--- src/rtl/period_meter_if.sv ---
// Pulse-input / measurement-output bundle for period_meter.
// Combinational wiring only, no added latency.
// No backpressure: outputs are strobes and levels.
interface period_meter_if #(
    parameter int WIDTH = 28
);
    logic             pulseIn;
    logic [WIDTH-1:0] measured;
    logic             valid;
    logic             timeout;
    logic             busy;

    modport master (output pulseIn, input measured, valid, timeout, busy);
    modport slave  (input pulseIn, output measured, valid, timeout, busy);
endinterface

--- src/rtl/period_meter.sv ---
// Edge-to-edge period meter, reports period-1; PERIOD_METER_AVG_EN adds two-sample averaging.
// Latency: valid/measured update two clocks after pulseIn is first sampled high.
// No backpressure: valid is a one-cycle strobe that must be taken when offered.
module period_meter #(
    parameter int WIDTH      = 28,
    parameter int MIN_PERIOD = 16
) (
    input logic          clock,
    input logic          resetN,
    period_meter_if.slave bus
);
    localparam logic [0:0]       IDLE     = 1'b0;
    localparam logic [0:0]       COUNTING = 1'b1;
    localparam logic [WIDTH-1:0] CNT_MAX  = {WIDTH{1'b1}};
    localparam logic [WIDTH-1:0] MIN_CNT  = WIDTH'(MIN_PERIOD - 1);

    logic             s1_q, s2_q, s3_q;
    logic             edge_det;
    logic             accept;
    logic [0:0]       state_q, state_d;
    logic [WIDTH-1:0] cnt_q, cnt_d;
    logic [WIDTH-1:0] meas_q, meas_d;
    logic             valid_q, valid_d;
    logic             tout_q, tout_d;

    assign edge_det = s2_q & ~s3_q;
    assign accept   = (state_q == COUNTING) && edge_det && (cnt_q >= MIN_CNT);

`ifdef PERIOD_METER_AVG_EN
    logic [WIDTH-1:0] prev_q, prev_d;
    logic             first_q, first_d;
    logic [WIDTH:0]   sum;
    logic [WIDTH-1:0] avg;

    assign sum = {1'b0, prev_q} + {1'b0, cnt_q};
    assign avg = WIDTH'(sum >> 1);
`endif

    always_comb begin
        state_d = state_q;
        cnt_d   = cnt_q;
        meas_d  = meas_q;
        valid_d = 1'b0;
        tout_d  = tout_q;
`ifdef PERIOD_METER_AVG_EN
        prev_d  = prev_q;
        first_d = first_q;
`endif
        case (state_q)
            IDLE: begin
                cnt_d = '0;
                if (edge_det) begin
                    state_d = COUNTING;
`ifdef PERIOD_METER_AVG_EN
                    first_d = 1'b1;
`endif
                end
            end
            default: begin
                // an accepted edge wins over saturation, so a max-length period still measures
                if (accept) begin
`ifdef PERIOD_METER_AVG_EN
                    meas_d  = first_q ? cnt_q : avg;
                    prev_d  = cnt_q;
                    first_d = 1'b0;
`else
                    meas_d  = cnt_q;
`endif
                    valid_d = 1'b1;
                    tout_d  = 1'b0;
                    cnt_d   = '0;
                end else if (cnt_q == CNT_MAX) begin
                    state_d = IDLE;
                    tout_d  = 1'b1;
                    cnt_d   = '0;
                end else begin
                    cnt_d = cnt_q + 1'b1;
                end
            end
        endcase
    end

    always_ff @(posedge clock) begin
        if (!resetN) begin
            s1_q    <= 1'b0;
            s2_q    <= 1'b0;
            s3_q    <= 1'b0;
            state_q <= IDLE;
            cnt_q   <= '0;
            meas_q  <= '0;
            valid_q <= 1'b0;
            tout_q  <= 1'b0;
`ifdef PERIOD_METER_AVG_EN
            prev_q  <= '0;
            first_q <= 1'b0;
`endif
        end else begin
            s1_q    <= bus.pulseIn;
            s2_q    <= s1_q;
            s3_q    <= s2_q;
            state_q <= state_d;
            cnt_q   <= cnt_d;
            meas_q  <= meas_d;
            valid_q <= valid_d;
            tout_q  <= tout_d;
`ifdef PERIOD_METER_AVG_EN
            prev_q  <= prev_d;
            first_q <= first_d;
`endif
        end
    end

    assign bus.measured = meas_q;
    assign bus.valid    = valid_q;
    assign bus.timeout  = tout_q;
    assign bus.busy     = (state_q == COUNTING);
endmodule

--- src/flat_wrapper.sv ---
// flat-port wrapper written by rule: the top's interface ports become plain ports
module period_meter_flat 
#(
    parameter int WIDTH      = 28,
    parameter int MIN_PERIOD = 16
)
  (clock, resetN, bus_pulseIn, bus_measured, bus_valid, bus_timeout, bus_busy);
  period_meter_if #(.WIDTH(WIDTH)) bus_i ();
  input logic clock;
  input logic resetN;
  input wire logic [$bits(bus_i.pulseIn)-1:0] bus_pulseIn;
  output wire logic [$bits(bus_i.measured)-1:0] bus_measured;
  output wire logic [$bits(bus_i.valid)-1:0] bus_valid;
  output wire logic [$bits(bus_i.timeout)-1:0] bus_timeout;
  output wire logic [$bits(bus_i.busy)-1:0] bus_busy;
  assign bus_i.pulseIn = bus_pulseIn;
  assign bus_measured = bus_i.measured;
  assign bus_valid = bus_i.valid;
  assign bus_timeout = bus_i.timeout;
  assign bus_busy = bus_i.busy;
  period_meter #(.WIDTH(WIDTH), .MIN_PERIOD(MIN_PERIOD)) u_core (.clock(clock), .resetN(resetN), .bus(bus_i));
endmodule
--- config.mk ---
export PLATFORM = sky130hd
export DESIGN_NAME = period_meter_flat
export DESIGN_NICKNAME = d
export VERILOG_FILES = /design/src/rtl/period_meter_if.sv /design/src/rtl/period_meter.sv /design/src/flat_wrapper.sv
export SDC_FILE = /design/constraint.sdc
export NUM_CORES = 1
export LEC_CHECK = 0
export CAP_MARGIN = 15
export CORE_ASPECT_RATIO = 1.4
export CORE_MARGIN = 8
export CORE_UTILIZATION = 42
export CTS_BUF_LIST = sky130_fd_sc_hd__clkbuf_16
export CTS_CLUSTER_SIZE = 28
export DETAILED_ROUTE_END_ITERATION = 10
export GPL_TIMING_DRIVEN = 0
export SETUP_SLACK_MARGIN = 0.2
export SLEW_MARGIN = 10
export SYNTH_ARGS = -nofsm -noshare
export SYNTH_HDL_FRONTEND = slang
export SYNTH_SLANG_ARGS = --single-unit
--- constraint.sdc ---
create_clock -name clock -period 4 [get_ports clock]
set_input_delay 1.2 -clock clock [delete_from_list [all_inputs] [get_ports clock]]
set_output_delay 1.2 -clock clock [all_outputs]
set_load 0.01 [all_outputs]
== After elaboration in Yosys (flattened, before gate mapping) ==
Cells that the tools add are included.
Word-level totals
  register bits after elaboration: 62
  input bits: 3
  output and inout port bits: 31
  word-level logic and storage cells: 29
Operators by class
  add/sub/neg operators: 1
  order comparisons: 1
  eq/ne operators: 1
  mux-type cells: 7
  bitwise gates (word level): 4
  reduce and logical (&&, ||, !) cells: 7
Operators with widths (count)
  28-bit by 1-bit adder with 28-bit output (second input constant): 1
  28-bit equality test (second input constant): 1
  28-bit by 4-bit greater-or-equal comparator with 1-bit output (second input constant): 1
  1-bit two-way mux: 7
  2-bit AND reduction: 3
  4-bit OR reduction: 1
  1-bit inverter: 3
  1-bit logical AND: 2
  2-bit nonzero test: 1
  1-bit AND: 1

== Depth between registers and ports, before layout ==
Gate-level depths: netlist of run 1.
  depth in word-level cells: 6
  mapped depth: 7
  gate-level depth less buffers: 5

== Worst setup path after synthesis of run 1 ==
Ideal clock, no wire load.
  path type: input to register
  start: input port resetN
  end: register u_core.cnt_q[25]
  library setup time: 0.129 ns
  arrival: 2.101 ns
  data required time: 3.871 ns
  path slack: 1.770 ns
  stages: 5
  path buffers: 1
  cells stage by stage: nand2_1 -> nor4_1 -> a21oi_1 -> buf_2 -> a211oi_1
On the way
  longest elaborated chain between the ends: 2
RTL lines
  from (decl): line flat_wrapper.sv:10  | input logic resetN;
  1-bit inverter (no line)
  4-bit OR reduction (no line)
  to (signal assigned): line period_meter.sv:102  | cnt_q <= cnt_d;
  to (decl): line period_meter.sv:21  | logic [WIDTH-1:0] cnt_q, cnt_d;
Every way passes these cells.
A chain may end at the register's enable or synchronous reset.

== Final worst setup path of run 1 ==
  start: input port resetN
  end: register u_core.cnt_q[5]
The elaborated chain is that of the path after synthesis.

==> impl_summary.txt, run 1 <==
----------------------------------------------------
[STA]
  Fin worst setup slack ... 1.12 ns
  Count of endpoints failing hold in the final timing report ... 0
  Least-Margin Pin Slew ... about 0.87 ns
  Final critical delay including setup and external delays ... ~2.9 ns
  Setup TNS Final ... 0 ns
  Max_slew headroom ... a little over two fifths
  Worst-case clock skew ... approximately 0.0070 ns
  Setup repair after global routing missed its margin ... no
  Setup Viol. Count Final ... 0
  Highest achievable clock rate ... about 350 MHz
  Max Transition Viols Final ... 0
  Final period utilization ... around 70%

[Critical path]
  Critical setup path kind ... input port to flip-flop
  Required time at the endpoint of the critical path ... ~4.2 ns
  Kind of end point of the critical path ... flip-flop
  Startpoint class of the critical path ... input port
  Combined buffer and inverter count along the critical path ... 2
  Worst-case register-to-register setup slack ... 1.68 ns
  CP Max Fanout ... 10
  Category of cells accounting for the largest share of critical-path delay ... buffers and inverters
  Max incr delay on CP ... slightly below 0.7 ns
  Standard cell with the maximum stage delay on the critical path ... a21oi_1
  Ordered list of cells on the worst path ... clkdlybuf4s50_1 -> nand2_1 -> nor4_1 -> a21oi_1 -> buf_2 -> nor3_1
  Signal arrival time at the worst endpoint ... between 3 and 4 ns

[Layout]
  Fraction of final layout cells with drive strength greater than 1 ... about 8.4%
  Layout Area Growth over Synthesis ... 27.0%
  Area of all placed cells without fillers ... 3180 sq um
  Number of nets at the end of the flow ... just under 300
  Inserted Diodes ... 0

[Routing]
  Ratio of routed vias to standard cells ... 5.78
  TritonRoute pass-1 iters ... 5
  Antenna viol nets, final ... 0
  Average wire per cell in the routed design ... approximately 17 um
  Initial DRC count ... about 110
  DRC errors left ... 0
  Total vias in the final route ... between 2000 and 2500
  Routed wire length ... about 6.2 mm

[Run status]
  Run status ... finished, final reports clean

[Placed design]
  Routability congestion estimate ... 0.821
  Dpl cell area ... a little under 3000 sq um
  Worst setup timing slack at the placement stage ... 0.782 ns
  Port Buf Inserts ... 33
  Sum of net half-perimeters after detailed placement ... around 4.3 mm

[Clocking]
  Inserted Clock Buffers ... 9
  CTS tree ... built
  Clock latency on the worst-skew pair ... approximately 0.33 ns
  Clk Tree Root Cell ... clkbuf_16
  Total setup buffers inserted after CTS ... 0
  Clock-pin slew of the registers on the worst-case setup and hold paths ... around 0.050 ns
  Maximum number of buffers from clock root to sink ... 2
  Sinks on the clock net ... 62
  CTS H-tree lvls ... 3
  Hold buffers post-CTS ... 0
  Number of resized instances in the post-cts repair step ... 0

[Floorplan]
  Initial core utilization ... a little over two fifths
  Rows ... 33
  Floorplan Core Area ... 5820 sq um
  Number of top-level pins ... 34
  Vertical die dimension ... roughly 110 um
  Floorplan die width ... a little over 80 um
  Die ar. ... approximately 8700 sq um

[Synth]
  Portion of netlist area occupied by mux cells ... 0%
  Share of synthesized flip-flops with an asynchronous set or reset ... 0%
  Distinct cell type count after synthesis ... 37
  Post-synthesis compound-gate area fraction ... roughly a fifth
  Net count after synthesis ... between 200 and 300
  Dominant combinational cell family by area after synthesis ... simple AND/OR/NAND/NOR gates
  Simple logic cell fraction of the synthesized area ... roughly 21%
  Number of enable-type register cells in the synthesized netlist ... 0
  Sequential-to-total area share from yosys stat ... between 40% and 50%
  Post-synthesis share of cell area spent on full adders, half adders and majority gates ... 0.500%
  Most instantiated flip-flop cell in the synthesis netlist ... dfxtp_1
  XOR/XNOR share of the synthesized area ... under 10%
  Mean cell area of the mapped netlist ... approximately 10 sq um
  Synthesized netlist cell count ... about 250
  Number of warnings printed during yosys synthesis ... 0
  Synth Cell Area ... 2500 sq um
  Synth Register Bits ... between 60 and 70

[GRT]
  Overall global routing resource usage ... approximately 15%
  Vias in the first global route ... roughly 2000
  Largest net degree at the start of global routing ... 11
  Global-route wire length before repair ... approximately 10 mm
  Grt ovf ... 0
  Number of antenna violations at the first check in global routing ... 0

[Flow run]
  Total of max-cap violations ... 0

[Power and ir drop]
  Standby leakage power ... about 1.1 nW
  Worst supply voltage drop on vdd ... 0.000175 V
  Power density over cell area ... 414 nW/um^2

[Worst hold path]
  Worst hold path type ... flip-flop to flip-flop

----------------------------------------------------
==> report_power, final <==
group	total [mW]	switching (mW)	internal, mW
combinational	0.0234	0.0156	0.00779
clock	0.669	0.263	0.407
sequential	0.623	0.00220	0.621
==> registers in the layout, indices dropped and copies added (netlist names) <==
name / flops
u_core.bus.measured: 28
u_core.s2_q: 1
u_core.bus.valid: 1
u_core.s1_q: 1
u_core.cnt_q: 28
u_core.bus.busy: 1
u_core.s3_q: 1
u_core.bus.timeout: 1
==> metrics by stage <==
stage	utilization, %	instances	hold WS [ns]	power, mW
after floorplan	-	249	0.412	0.649
after global placement	50.1	352	0.415	0.659
after detailed placement	50.1	352	0.423	0.659
after CTS	54.5	367	0.436	1.32
after global routing	54.5	367	0.465	1.36
final	54.5	367	0.431	1.32
==> cells by family after synthesis <==
group,count (synthesis)
compound gates,61
xor+xnor,13
simple gates,88
buf+inv,24
flops,62
fa+ha+maj,1
==> layer usage <==
metal | GRT usage [%] | share of wire, % | up-vias | wire, um
met5 | 0 | 0 | - | 0
met4 | 7.69 | 2.0 | 0 | 121
met3 | 3.01 | 3.8 | 12 | 238
met2 | 24.7 | 50 | 42 | 3100
met1 | 17.4 | 44 | 1022 | 2750
li1 | - | - | 1045 | -
==> final cells by class <==
cell class | instances | area, sq um
plain buffers | 19 | 95.1
well taps | 70 | 87.6
fillers | 522 | 2650
multi-input cells | 163 | 1150
flip-flops and latches | 62 | 1240
clock inverters | 6 | 31.3
repair buffers | 33 | 330
inverters | 5 | 18.8
clock buffers | 9 | 225
==> cells in the mapped netlist (2+ instances only) <==
library cell	instances	area [sq um]
dfxtp_1	62	1240
a22o_1	28	245
nor3_1	16	80.1
or4_1	12	90.1
clkbuf_1	10	37.5
nand2_1	10	37.5
nand3_1	10	50.1
o31ai_1	10	75.1
a211oi_1	9	67.6
nor4_1	9	56.3
buf_2	7	35.0
xnor2_1	7	61.3
a21oi_1	6	30.0
and3_1	6	37.5
nand4_1	6	37.5
xor2_1	6	52.6
inv_1	5	18.8
and4_1	4	35.0
and2_1	3	18.8
nor2_1	3	11.3
or3_1	3	18.8
buf_6	2	22.5
==> cell usage in the layout (no fill, tap or decap), drive strengths merged, types with 2 or more instances in the layout <==
master	count
and4	4
inv	6
or4	12
and3	6
or3	3
clkbuf	19
buf	9
clkdlybuf4s50	33
o31ai	10
a211oi	10
a22o	28
nand2	10
and2	3
xor2	6
a21oi	6
xnor2	7
dfxtp	62
nand3	10
clkinv	3
nor2	3
nor4	10
nand4	7
nor3	16
clkinvlp	2
==> final timing paths <==
| check | start | endpoint | cells past startpoint |
|---|---|---|---|
| worst max register to register | u_core.cnt_q[16]$_SDFF_PP0_ | u_core.cnt_q[20]$_SDFF_PP0_ | 7 |
| worst max-delay path | resetN | u_core.cnt_q[5]$_SDFF_PP0_ | 6 |
| worst min-delay path | u_core.s1_q$_SDFF_PN0_ | u_core.s2_q$_SDFF_PN0_ | 1 |
| worst min register to register | u_core.s1_q$_SDFF_PN0_ | u_core.s2_q$_SDFF_PN0_ | 1 |
(Power assumes the default switching activity.)
==> run 2: changes to the inputs <==
clock period = 2.9 ns   (was 4 ns; I/O delays follow)
==> run 2 against run 1 <==
Against the previous run: register-to-register slack got worse by 1.1 ns; first-iteration DRC count decreased by 7.1%; hold slack about the same; via count decreased by 0.75%; count of clock-buffer cells in the layout unchanged; sequential share of layout area about the same; core utilization increased by 0.064 points; setup slack got worse by 0.73 ns; die area unchanged; largest cell class unchanged.
==> impl_summary.txt, run 2 (synthesis gave the netlist of run 1 again) <==
----------------------------------------------------
[Critical path]
  Required time at the endpoint of the critical path ... about 3.2 ns
  Kind of end point of the critical path ... flip-flop
  Startpoint class of the critical path ... input port
  Signal arrival time at the worst endpoint ... between 2 and 3 ns
  R2r startpoint ... u_core.cnt_q[8]$_SDFF_PP0_
  Critical register-to-register path endpoint ... u_core.bus.measured[6]$_SDFFE_PN0P_
  CP Max Fanout ... 10
  Max incr delay on CP ... between 0.5 and 0.6 ns
  Ordered list of cells on the worst path ... clkdlybuf4s50_1 -> nand3_1 -> a21oi_1 -> clkbuf_1 -> clkbuf_1 -> a22o_1
  Most common cell type on the critical path ... clkbuf_1
  Count of cells along the worst register-to-register path ... 6
  Worst-case register-to-register setup slack ... 0.60 ns
  Critical setup path kind ... input port to flip-flop
  Standard cell with the maximum stage delay on the critical path ... clkdlybuf4s50_1

[Placed design]
  Port Buf Inserts ... 33
  DP Cell Count ... 352
  Routability congestion estimate ... a little over 0.8
  Worst setup timing slack at the placement stage ... around 0.012 ns
  Dpl cell area ... slightly below 3000 sq um
  Sum of net half-perimeters after detailed placement ... about 4.3 mm

[Clocking]
  Inserted Clock Buffers ... 9
  Clk Tree Root Cell ... clkbuf_16
  Sinks on the clock net ... between 60 and 70
  Clock latency on the worst-skew pair ... around 0.33 ns
  Clock-pin slew of the registers on the worst-case setup and hold paths ... 0.05 ns
  CTS tree ... built
  Maximum number of buffers from clock root to sink ... 2
  CTS H-tree lvls ... 3

[Power and ir drop]
  Combinational group share of total power ... under 10%
  Design Power ... ~1.8 mW
  Clk pwr share ... about half
  Part of the total power dissipated in sequential elements ... between 40% and 50%
  Internal power ... 1.43 mW
  Power density over cell area ... about 570 nW/um^2
  Standby leakage power ... roughly 1.1 nW
  Switching power as a share of total power ... a little over a fifth
  Worst supply voltage drop on vdd ... 0.000242 V
  Switching power ... 390 uW

[Layout]
  Number of nets at the end of the flow ... a little under 300
  Post-Route Utilization ... 54.6%
  Fraction of final layout cells with drive strength greater than 1 ... under 10%
  Fillers ... 523
  Layout Area Growth over Synthesis ... 27.1%
  Area of all placed cells without fillers ... approximately 3200 sq um
  Top library cells by usage in the layout, fill and taps aside ... dfxtp_1, clkdlybuf4s50_1, a22o_1, nor3_1, or4_1
  Non-filler instance count after layout ... 367
  Inserted Diodes ... 0
  Leading cell type in the layout, fill and taps excluded ... dfxtp_1

[Floorplan]
  Rows ... 33
  Floorplan die width ... 81.2 um
  Number of top-level pins ... 34
  Floorplan Core Area ... 5820 sq um
  Vertical die dimension ... approximately 110 um
  Initial core utilization ... between 40 and 50%
  Die ar. ... between 8000 and 9000 sq um

[STA]
  Max_slew headroom ... between 60 and 70%
  Least-Margin Pin Slew ... 0.530 ns
  Setup repair after global routing missed its margin ... no
  Setup TNS Final ... 0 ns
  Count of endpoints failing hold in the final timing report ... 0
  Setup Viol. Count Final ... 0
  Fin worst setup slack ... 0.393 ns
  Hold Slack ... around 0.43 ns
  Max Transition Viols Final ... 0
  Final period utilization ... just under 90%
  Final critical delay including setup and external delays ... 2.51 ns
  Highest achievable clock rate ... roughly 400 MHz
  Worst-case clock skew ... 0.00673 ns

[Routing]
  TritonRoute pass-1 iters ... 4
  DRC errors left ... 0
  Average wire per cell in the routed design ... 16.9 um
  Ratio of routed vias to standard cells ... 5.74
  Routed wire length ... between 6 and 7 mm
  Initial DRC count ... approximately 100
  Antenna viol nets, final ... 0
  Total vias in the final route ... roughly 2100

[Worst hold path]
  Hold path start ... u_core.s1_q$_SDFF_PN0_
  Worst hold path type ... flip-flop to flip-flop
  End of the worst hold path ... u_core.s2_q$_SDFF_PN0_
  Number of cells on the worst hold path ... 1

[GRT]
  Global-route wire length before repair ... around 10 mm
  Vias in the first global route ... between 2000 and 2500
  Number of antenna violations at the first check in global routing ... 0
  Overall global routing resource usage ... between 10% and 20%
  Largest net degree at the start of global routing ... 11
  Grt ovf ... 0

[Run status]
  Run status ... finished, final reports clean

[Flow run]
  Total of max-cap violations ... 0

----------------------------------------------------
==> run 2: cell counts in the layout (fill, tap and decap cells not counted) <==
Identical to the previous run, type by type.
==> run 2: worst max path at each step <==
stage                                           from                                  end  slack [ns]  cells after the start
after global routing                          resetN  u_core.bus.measured[6]$_SDFFE_PN0P_        0.21                      6
after global placement                        resetN           u_core.cnt_q[5]$_SDFF_PP0_      -0.006                      6
after floorplan           u_core.cnt_q[8]$_SDFF_PP0_  u_core.bus.measured[0]$_SDFFE_PN0P_        0.97                      6
final                                         resetN  u_core.bus.measured[6]$_SDFFE_PN0P_        0.39                      6
after detailed placement                      resetN           u_core.cnt_q[4]$_SDFF_PP0_        0.01                      6
after CTS                                     resetN           u_core.cnt_q[5]$_SDFF_PP0_        0.34                      6
==> run 2: cell type report <==
cell class              instances  area, sq um  share of cell area (%)
clock inverters                 6         31.3                   0.984
inverters                       5         18.8                   0.590
flip-flops and latches         62         1240                    39.0
well taps                      70         87.6                    2.75
plain buffers                  19         95.1                    2.99
multi-input cells             163         1150                    36.2
repair buffers                 33          330                    10.4
clock buffers                   9          225                    7.08
==> run 2: power by group through the flow <==
stage               logic (mW)  registers [mW]  clock network, mW
global placement        0.0322           0.877                  0
floorplan               0.0191           0.877                  0
global route            0.0363           0.859              0.978
finish                  0.0328           0.859              0.925
CTS                     0.0326           0.859              0.934
detailed placement      0.0323           0.877                  0
==> run 2: critical path: cells and delay by family <==
kind,cells,cell delay [ns]
AOI/OAI and AO/OA,2,0.35
buffers and inverters,3,1.45
and+or+nand+nor,1,0.10
==> run 2: per-layer routing <==
metal,routed length (um),track usage (%)
met1,2770,17.4
met2,3090,24.7
met3,215,3.01
met4,127,7.69
met5,0,0
==> run 2: timing repair <==
item	4_1_cts	5_1_grt
setup buffers	0	0
resized for setup	0	1
endpoints found under the setup margin	0	9
hold buffers	0	0
==> run 3: changes to the inputs <==
--- a/config.mk
+++ b/config.mk
@@ -7,4 +7,6 @@
 export LEC_CHECK = 0
 export CAP_MARGIN = 15
+export CELL_PAD_IN_SITES_DETAIL_PLACEMENT = 0
+export CELL_PAD_IN_SITES_GLOBAL_PLACEMENT = 1
 export CORE_ASPECT_RATIO = 1.4
 export CORE_MARGIN = 8
@@ -14,4 +16,5 @@
 export DETAILED_ROUTE_END_ITERATION = 10
 export GPL_TIMING_DRIVEN = 0
+export PLACE_DENSITY_LB_ADDON = 0.1
 export SETUP_SLACK_MARGIN = 0.2
 export SLEW_MARGIN = 10
==> constraint.sdc (replaced) <==
create_clock -name clock -period 3.15 [get_ports clock]
set_input_delay 0.945 -clock clock [delete_from_list [all_inputs] [get_ports clock]]
set_output_delay 0.945 -clock clock [all_outputs]
set_load 0.05 [all_outputs]
==> run 3 against run 2 <==
Against the previous run: sequential power is 7.8% lower; via count is 0.14% lower; final cell count is 0.27% lower; clock power is 1% lower; die area stayed put; first-iteration DRC count is 39% lower; clock skew hardly changed; global-route usage is 0.29 points higher; power is 4.3% lower; count of clock-buffer cells in the layout stayed put.
==> impl_summary.txt, run 3 (synthesis gave the netlist of run 1 again) <==
----------------------------------------------------
[Routing]
  TritonRoute pass-1 iters ... 4
  DRC errors left ... 0
  Antenna viol nets, final ... 0
  Initial DRC count ... 63
  Average wire per cell in the routed design ... about 17 um
  Ratio of routed vias to standard cells ... 5.74
  Total vias in the final route ... approximately 2100
  Routed wire length ... between 6 and 7 mm

[STA]
  Final critical delay including setup and external delays ... about 2.6 ns
  Count of endpoints failing hold in the final timing report ... 0
  Setup repair after global routing missed its margin ... no
  Highest achievable clock rate ... about 380 MHz
  Setup TNS Final ... 0 ns
  Worst-case clock skew ... 0.00718 ns
  Least-Margin Pin Slew ... ~0.81 ns
  Setup Viol. Count Final ... 0
  Final period utilization ... 83.3%
  Max Transition Viols Final ... 0
  Max_slew headroom ... 45.7%

[Clocking]
  CTS tree ... built
  Hold buffers post-CTS ... 0
  Clk Tree Root Cell ... clkbuf_16
  Clock latency on the worst-skew pair ... 0.32 ns
  CTS H-tree lvls ... 3
  Maximum number of buffers from clock root to sink ... 2
  Clock-pin slew of the registers on the worst-case setup and hold paths ... 0.05 ns
  Inserted Clock Buffers ... 9
  Number of resized instances in the post-cts repair step ... 0
  Sinks on the clock net ... 62
  Total setup buffers inserted after CTS ... 0

[Layout]
  Leading cell type in the layout, fill and taps excluded ... dfxtp_1
  Fillers ... roughly 560
  Sequential cell area ... 1240 sq um
  Fraction of final layout cells with drive strength greater than 1 ... 9.12%
  Area of all placed cells without fillers ... ~3200 sq um
  Inserted Diodes ... 0
  Layout Area Growth over Synthesis ... 27.8%
  Top library cells by usage in the layout, fill and taps aside ... dfxtp_1, clkdlybuf4s50_1, a22o_1, nor3_1, or4_1
  Total area of multi-input combinational cells ... around 1100 sq um
  Number of nets at the end of the flow ... between 200 and 300

[GRT]
  Global-route wire length before repair ... 10.1 mm
  Largest net degree at the start of global routing ... 11
  Overall global routing resource usage ... between 15 and 20%
  Vias in the first global route ... 1994
  Grt ovf ... 0
  Number of antenna violations at the first check in global routing ... 0

[Critical path]
  Worst-case register-to-register setup slack ... slightly below 0.8 ns
  Ordered list of cells on the worst path ... clkdlybuf4s50_1 -> nand3_1 -> a21oi_1 -> clkbuf_1 -> clkbuf_1 -> a22o_1
  Most common cell type on the critical path ... clkbuf_1
  Critical register-to-register path endpoint ... u_core.cnt_q[20]$_SDFF_PP0_
  Critical setup path kind ... input port to flip-flop
  R2r startpoint ... u_core.cnt_q[0]$_SDFF_PP0_
  Required time at the endpoint of the critical path ... roughly 3.4 ns
  Count of cells along the worst register-to-register path ... 7
  Kind of end point of the critical path ... flip-flop
  Startpoint class of the critical path ... input port
  Signal arrival time at the worst endpoint ... between 2 and 3 ns
  Max incr delay on CP ... 0.58 ns
  Standard cell with the maximum stage delay on the critical path ... clkdlybuf4s50_1
  CP Max Fanout ... 10

[Floorplan]
  Number of top-level pins ... 34
  Vertical die dimension ... 107 um
  Floorplan Core Area ... 5820 sq um
  Die ar. ... about 8700 sq um
  Initial core utilization ... a little over two fifths
  Floorplan die width ... 81.2 um
  Rows ... 33

[Worst hold path]
  Hold path start ... u_core.s1_q$_SDFF_PN0_
  Worst hold path type ... flip-flop to flip-flop
  Number of cells on the worst hold path ... 1
  End of the worst hold path ... u_core.s2_q$_SDFF_PN0_

[Power and ir drop]
  Design Power ... about 1.7 mW
  Standby leakage power ... 1.08 nW
  Power density over cell area ... between 500 and 600 nW/um^2
  Worst supply voltage drop on vdd ... approximately 0.00042 V

[Run status]
  Run status ... finished, final reports clean

[Placed design]
  Dpl cell area ... about 2900 sq um
  Port Buf Inserts ... 33
  Sum of net half-perimeters after detailed placement ... roughly 4.4 mm
  Routability congestion estimate ... 0.793

[Flow run]
  Total of max-cap violations ... 0

----------------------------------------------------
-- run 3: cell count changes in the layout (fill, tap and decap cells not counted) --
cell and change:
a21oi_2 -1, clkinv_1 -2, inv_1 -1, a21oi_1 +1, bufinv_16 +1, clkinv_2 +2, clkinvlp_4 -1
-- run 3: final cells by class --
cell class / count / area share (%)
flip-flops and latches: 62 / 38.8
multi-input cells: 163 / 35.9
repair buffers: 33 / 10.3
clock buffers: 9 / 7.05
plain buffers: 19 / 2.97
well taps: 70 / 2.74
clock inverters: 5 / 1.64
inverters: 5 / 0.587
-- run 3: worst max-delay path by stage --
stage                     startpoint                                  end  slack, ns  depth (start not counted)
after global placement        resetN  u_core.bus.measured[5]$_SDFFE_PN0P_       0.15                          6
after CTS                     resetN  u_core.bus.measured[4]$_SDFFE_PN0P_       0.52                          6
after floorplan               resetN          u_core.cnt_q[25]$_SDFF_PP0_       1.17                          5
final                         resetN  u_core.bus.measured[4]$_SDFFE_PN0P_       0.53                          6
after global routing          resetN           u_core.cnt_q[7]$_SDFF_PP0_       0.40                          6
after detailed placement      resetN  u_core.bus.measured[4]$_SDFFE_PN0P_       0.19                          6
-- run 3: through the flow --
stage / util [%] / cells / hold slack (ns) / worst slack [ns]
after floorplan: - / 249 / 0.412 / 1.17
final: 54.9 / 366 / 0.432 / 0.527
after CTS: 54.9 / 366 / 0.437 / 0.521
after global placement: 50.1 / 352 / 0.419 / 0.152
after global routing: 54.9 / 366 / 0.462 / 0.398
after detailed placement: 50.1 / 352 / 0.425 / 0.190
-- run 3: power by group --
part           internal, mW  leakage, nW  switching (mW)
Sequential            0.789        0.500         0.00310
Combinational       0.00979        0.448          0.0218
Clock                 0.597        0.137           0.319
-- run 3: worst max-delay path, delay by kind of cell --
kind,cells,cell delay (ns)
and+or+nand+nor,1,0.10
buffers and inverters,3,1.45
AOI/OAI and AO/OA,2,0.39
-- run 3: per-layer routing --
| layer | GRT usage (%) | routed length [um] | vias to the layer above |
|---|---|---|---|
| met5 | 0 | 0 | - |
| met1 | 17.4 | 2770 | 1005 |
| met2 | 25.5 | 3090 | 31 |
| li1 | - | - | 1059 |
| met3 | 2.76 | 186 | 7 |
| met4 | 8.46 | 104 | 0 |
